===== config.mk =====
export PLATFORM = sky130hd
export DESIGN_NAME = pixel_stream_framer
export DESIGN_NICKNAME = d
export VERILOG_FILES = /design/src/rtl/img_stream_pkg.sv /design/src/rtl/sync_fifo.sv /design/src/rtl/pixel_stream_framer.sv
export SDC_FILE = /design/constraint.sdc
export NUM_CORES = 1
export LEC_CHECK = 0
export ABC_AREA = 1
export BUFFER_PORTS_ARGS = -buffer_cell sky130_fd_sc_hd__buf_4
export CORE_UTILIZATION = 58
export CTS_CLUSTER_DIAMETER = 40
export CTS_CLUSTER_SIZE = 10
export DETAILED_ROUTE_END_ITERATION = 8
export HOLD_SLACK_MARGIN = 0.08
export PLACE_DENSITY = 0.75
export RECOVER_POWER = 25
export SLEW_MARGIN = 20
export SYNTH_ARGS = -nofsm -noshare
export SYNTH_HDL_FRONTEND = slang
export SYNTH_SLANG_ARGS = --single-unit

===== constraint.sdc =====
create_clock -name axi_clk -period 4.2 [get_ports axi_clk]
set_input_delay 0.84 -clock axi_clk [delete_from_list [all_inputs] [get_ports axi_clk]]
set_output_delay 0.84 -clock axi_clk [all_outputs]
set_load 0.01 [all_outputs]

===== src/rtl/img_stream_pkg.sv =====
// Shared constants for the pixel streaming stages: default frame geometry,
// FIFO entry flag positions and pointer sizing.
package img_stream_pkg;

  localparam int DEF_IMG_WIDTH  = 512;
  localparam int DEF_IMG_HEIGHT = 512;

  // Flags sit directly above the pixel data in a FIFO entry: {eof, sof, eol, data}
  function automatic int eol_bit(input int data_width);
    return data_width;
  endfunction

  function automatic int sof_bit(input int data_width);
    return data_width + 1;
  endfunction

  function automatic int eof_bit(input int data_width);
    return data_width + 2;
  endfunction

  // Address bits plus one wrap bit, so full and empty are distinguishable
  function automatic int ptr_width(input int depth);
    return $clog2(depth) + 1;
  endfunction

endpackage


===== src/rtl/sync_fifo.sv =====
// Single-clock FIFO with first-word fall-through head; usable by any stage.
module sync_fifo
  import img_stream_pkg::*;
#(
  parameter int WIDTH = 8,
  parameter int DEPTH = 16,
  localparam int PW   = ptr_width(DEPTH)
) (
  input  logic             clk,
  input  logic             rst,
  input  logic             push,
  input  logic             pop,
  input  logic [WIDTH-1:0] din,
  output logic [WIDTH-1:0] dout,
  output logic [PW-1:0]    count,
  output logic             full,
  output logic             empty
);

  localparam int AW = PW - 1;

  logic [WIDTH-1:0] mem [DEPTH];
  logic [PW-1:0]    wr_ptr;
  logic [PW-1:0]    rd_ptr;
  logic             wr_en;
  logic             rd_en;

  // A push into a full FIFO is only legal when the head leaves in the same cycle
  assign wr_en = push && (!full || pop);
  assign rd_en = pop && !empty;

  // NOTE: sequential state uses non-blocking assignments so every register samples pre-edge values.
  always_ff @(posedge clk) begin
    if (rst) begin
      wr_ptr <= '0;
      rd_ptr <= '0;
    end else begin
      if (wr_en) wr_ptr <= wr_ptr + 1'b1;
      if (rd_en) rd_ptr <= rd_ptr + 1'b1;
    end
  end

  // NOTE: storage is not reset; validity is tracked entirely by the pointers.
  always_ff @(posedge clk) begin
    if (wr_en) mem[wr_ptr[AW-1:0]] <= din;
  end

  assign dout  = mem[rd_ptr[AW-1:0]];
  assign empty = (wr_ptr == rd_ptr);
  assign full  = (wr_ptr[AW] != rd_ptr[AW]) && (wr_ptr[AW-1:0] == rd_ptr[AW-1:0]);
  assign count = wr_ptr - rd_ptr;

endmodule


===== src/rtl/pixel_stream_framer.sv =====
// Re-frames the filtered pixel stream as AXI4-Stream video (tuser = start of
// frame, tlast = end of line) through a FIFO with early upstream backpressure.
module pixel_stream_framer
  import img_stream_pkg::*;
#(
  parameter int DATA_WIDTH = 8,
  parameter int IMG_WIDTH  = DEF_IMG_WIDTH,
  parameter int IMG_HEIGHT = DEF_IMG_HEIGHT,
  parameter int FIFO_DEPTH = 16,
  parameter int SKID       = 4
) (
  input  logic                  axi_clk,
  input  logic                  axi_rst,
  input  logic [DATA_WIDTH-1:0] pixel_in,
  input  logic                  pixel_vin,
  output logic                  slave_ready,
  output logic [DATA_WIDTH-1:0] m_axis_tdata,
  output logic                  m_axis_tvalid,
  input  logic                  m_axis_tready,
  output logic                  m_axis_tlast,
  output logic                  m_axis_tuser,
  output logic                  frame_done,
  output logic                  overflow
);

  localparam int EW    = DATA_WIDTH + 3;
  localparam int PW    = ptr_width(FIFO_DEPTH);
  localparam int CW    = (IMG_WIDTH > 1) ? $clog2(IMG_WIDTH) : 1;
  localparam int RW    = (IMG_HEIGHT > 1) ? $clog2(IMG_HEIGHT) : 1;
  localparam int EOL_B = eol_bit(DATA_WIDTH);
  localparam int SOF_B = sof_bit(DATA_WIDTH);
  localparam int EOF_B = eof_bit(DATA_WIDTH);
  localparam logic [CW-1:0] COL_LAST = CW'(IMG_WIDTH - 1);
  localparam logic [RW-1:0] ROW_LAST = RW'(IMG_HEIGHT - 1);
  localparam logic [PW-1:0] READY_MAX = PW'(FIFO_DEPTH - SKID);

  logic [CW-1:0] col;
  logic [RW-1:0] row;
  logic          eol, sof, eof;
  logic          pop, push_ok;
  logic [EW-1:0] head;
  logic [PW-1:0] count, count_next;
  logic          fifo_full, fifo_empty;

  assign eol = (col == COL_LAST);
  assign sof = (col == '0) && (row == '0);
  assign eof = eol && (row == ROW_LAST);

  assign pop     = m_axis_tvalid && m_axis_tready;
  assign push_ok = pixel_vin && (!fifo_full || pop);

  sync_fifo #(
    .WIDTH (EW),
    .DEPTH (FIFO_DEPTH)
  ) u_fifo (
    .clk   (axi_clk),
    .rst   (axi_rst),
    .push  (push_ok),
    .pop   (pop),
    .din   ({eof, sof, eol, pixel_in}),
    .dout  (head),
    .count (count),
    .full  (fifo_full),
    .empty (fifo_empty)
  );

  // Head fields are masked while idle so uninitialised storage never reaches the bus
  assign m_axis_tvalid = !fifo_empty;
  assign m_axis_tdata  = m_axis_tvalid ? head[DATA_WIDTH-1:0] : '0;
  assign m_axis_tlast  = m_axis_tvalid && head[EOL_B];
  assign m_axis_tuser  = m_axis_tvalid && head[SOF_B];

  assign count_next = count + PW'(push_ok) - PW'(pop);

  always_ff @(posedge axi_clk) begin
    if (axi_rst) begin
      col         <= '0;
      row         <= '0;
      slave_ready <= 1'b0;
      frame_done  <= 1'b0;
      overflow    <= 1'b0;
    end else begin
      // Geometry advances on every valid pixel, dropped or not, to stay frame-aligned
      if (pixel_vin) begin
        if (eol) begin
          col <= '0;
          row <= (row == ROW_LAST) ? '0 : row + 1'b1;
        end else begin
          col <= col + 1'b1;
        end
      end
      if (pixel_vin && !push_ok) overflow <= 1'b1;
      slave_ready <= (count_next <= READY_MAX);
      frame_done  <= pop && head[EOF_B];
    end
  end

endmodule


==> results.toml <==
[outcome]
status = "complete, no violations"

[finish]
final_cell_mix = "nand2_1, edfxtp_1, nor2_1"
seq_area_um2 = 5989
n_antenna_cell = 0
post-route-util_pct = 68.15
fillers = 1170
nets = 972
multiInputGateArea_um2 = 2823
drive_gt1_share_pct = 10.14
final_common_cell = "nand2_1"
syn_to_final_growth_pct = 13.14

[power_and_ir_drop]
p_comb_share_pct = 12.9
peakVddDrop_uv = 339.3
p_per_area_nw_per_um2 = 484.2
p_clk_share_pct = 41.2
swShare_pct = 25.38
total_power_mw = 5.091
p_int_mw = 3.799
switchingPower_mw = 1.292
p_leak_nw = 4.196
seqPwrFrac_pct = 45.8

[synth]
ys_seq_area_share_pct = 64.41
yosysUniqueCellTypes = 37
async_flop_share_pct = 0
synthFlopType = "edfxtp_1"
netlist_instances = 900
synth_edf_count = 176
synth-seq-cells = 211
syn-cell-area_um2 = 9293
yosys_warnings = 0
synth_area_per_cell_um2 = 10.33
synth_fp_nets = 934

[detailed_routing]
drc_errors = 0
vias = 6289
drt-initial-drc-count = 702
routed_via_density = 5.384
drt_first_pass_iters = 5
antenna_left = 0
totalWireLength_mm = 19.82
wl_per_cell_um = 16.97

[sta]
slew_headroom_pct = 31.12
finalCritPeriodShare_pct = 85.06
whs_ns = 0.4798
tightestPinTransition_ns = 1.028
max_freq_mhz = 279.9
maxSlewViolCount = 0
finalHoldViolCount = 0
finClkSkew_ns = 0.01505
finalCriticalPeriod_ns = 3.572
setup_viol = 0
tns_ns = 0
rsz0062_at_grt = "no"

[die]
row_count = 45
die_y_um = 128.6
die_w_um = 128.6
coreArea_um2 = 15430
io-pin-count = 26
die_area_um2 = 16530
start_util_pct = 60.24

[critical_path]
start_kind = "flop"
path_max_fanout = 88
arrival_ns = 2.73
crit_type = "reg2out"
end_kind = "output port"
worstPathRequired_ns = 3.36

[clocking]
clock-root-buffer = "clkbuf_16"
cts_hold_buffers = 0
path_clk_slew_ns = 0.05
cts_setup_buffers = 0
cts_buffers = 28
htree_levels = 1
cts_tree = "yes"
clockBufferDepth = 3
clk_latency_ns = 0.53
cts.repair.resized = 0
cts.sinks = 211

[grt]
grt_max_degree = 89
grt_usage_pct = 25.49
grt_pass1_vias = 6164
grt_antenna_before_repair = 0
grt_pass1_wl_mm = 32.04
grt-ovfl-total = 0

[place]
port-buffer-count = 25
dpl.hpwl_mm = 11.89
gp_congestion = 0.7989

[min_path]
hp-class = "reg2reg"

[flow_run]
maxCapViolCount = 0
[flip-flops by register name, summed over array words and instances, names as in the netlist, named ones only]
| name | count |
|---|---|
| u_fifo.mem | 176 |
| slave_ready | 1 |
| u_fifo.rd_ptr | 5 |
| u_fifo.wr_ptr | 5 |
| frame_done | 1 |
| row | 9 |
| col | 9 |
| overflow | 1 |
[cell families after synthesis]
group	after synthesis	synth area share, %
flops	211	64.41
compound gates	84	5.157
fa+ha+maj	22	3.205
buf+inv	115	5.466
simple gates	455	20.45
xor+xnor	13	1.306
[routing by layer]
metal	vias up	part of all wire [%]	GRT usage, %
met1	2925	43	34.40
li1	3096	-	-
met4	0	3.2	9.758
met2	221	47	42.29
met3	47	6.5	3.534
met5	-	0	0
[cell usage after synthesis (3+ instances only)]
master	count	share of area, %
nand2_1	247	10
nand2_2	5	0.34
nor2_1	102	4.1
edfxtp_1	176	57
o211ai_1	17	1.4
dfxtp_1	35	7.5
nand3_1	78	4.2
inv_1	74	3.0
buf_6	3	0.36
nand4_1	3	0.20
nand2_4	3	0.36
nor3_1	6	0.32
a211oi_1	3	0.24
o21ai_0	28	1.5
buf_4	9	0.73
buf_2	13	0.70
nor4_1	3	0.20
clkbuf_1	9	0.36
fa_1	3	0.65
ha_1	19	2.6
inv_2	3	0.12
xor2_1	5	0.47
xnor2_1	7	0.66
a21oi_1	33	1.8
[final cells by class]
cell class | instances | share of cell area (%)
Tap cell | 211 | 2.511
Multi-Input combinational cell | 574 | 26.85
Clock buffer | 40 | 7.390
Inverter | 78 | 2.809
Sequential cell | 211 | 56.97
Timing Repair Buffer | 45 | 2.928
Clock inverter | 9 | 0.5474
[worst max-delay path, cell delays in order, from the launching register on]
cell and delay, ns:
dfxtp_4 0.49, buf_4 0.72, nor2_1 0.13, nor2_1 0.12, o21ai_0 0.10, nand3_1 0.10, nand2_1 0.08, nand2_1 0.07
nand2_1 0.08, nor2_1 0.16, buf_4 0.15
[power groups by stage]
stage	Sequential (mW)	Combinational (mW)	Clock, mW
3_3_place_gp	2.37	0.643	0
3_5_place_dp	2.37	0.659	0
6_report	2.33	0.659	2.10
2_1_floorplan	2.36	0.471	0
5_1_grt	2.34	0.741	2.21
4_1_cts	2.33	0.664	2.12
[metrics by stage]
stage / cell area (um2) / instances / worst slack [ns]
5_1_grt: 10510 / 1168 / 0.3773
3_3_place_gp: 9703 / 1119 / 0.7723
2_1_floorplan: 9293 / 900 / 1.037
4_1_cts: 10540 / 1168 / 0.6033
6_report: 10510 / 1168 / 0.6276
3_5_place_dp: 9709 / 1119 / 0.6510
[path summary, 6_finish.rpt]
path	end	start	cells past startpoint	slack (ns)
setup / recovery	m_axis_tdata[4]	flop	10	0.63
hold / removal	overflow	overflow	1	0.48
setup reg to reg	slave_ready	u_fifo.wr_ptr[2]	15	0.64
hold reg to reg	overflow	overflow	1	0.48
(Power assumes the default switching activity.)
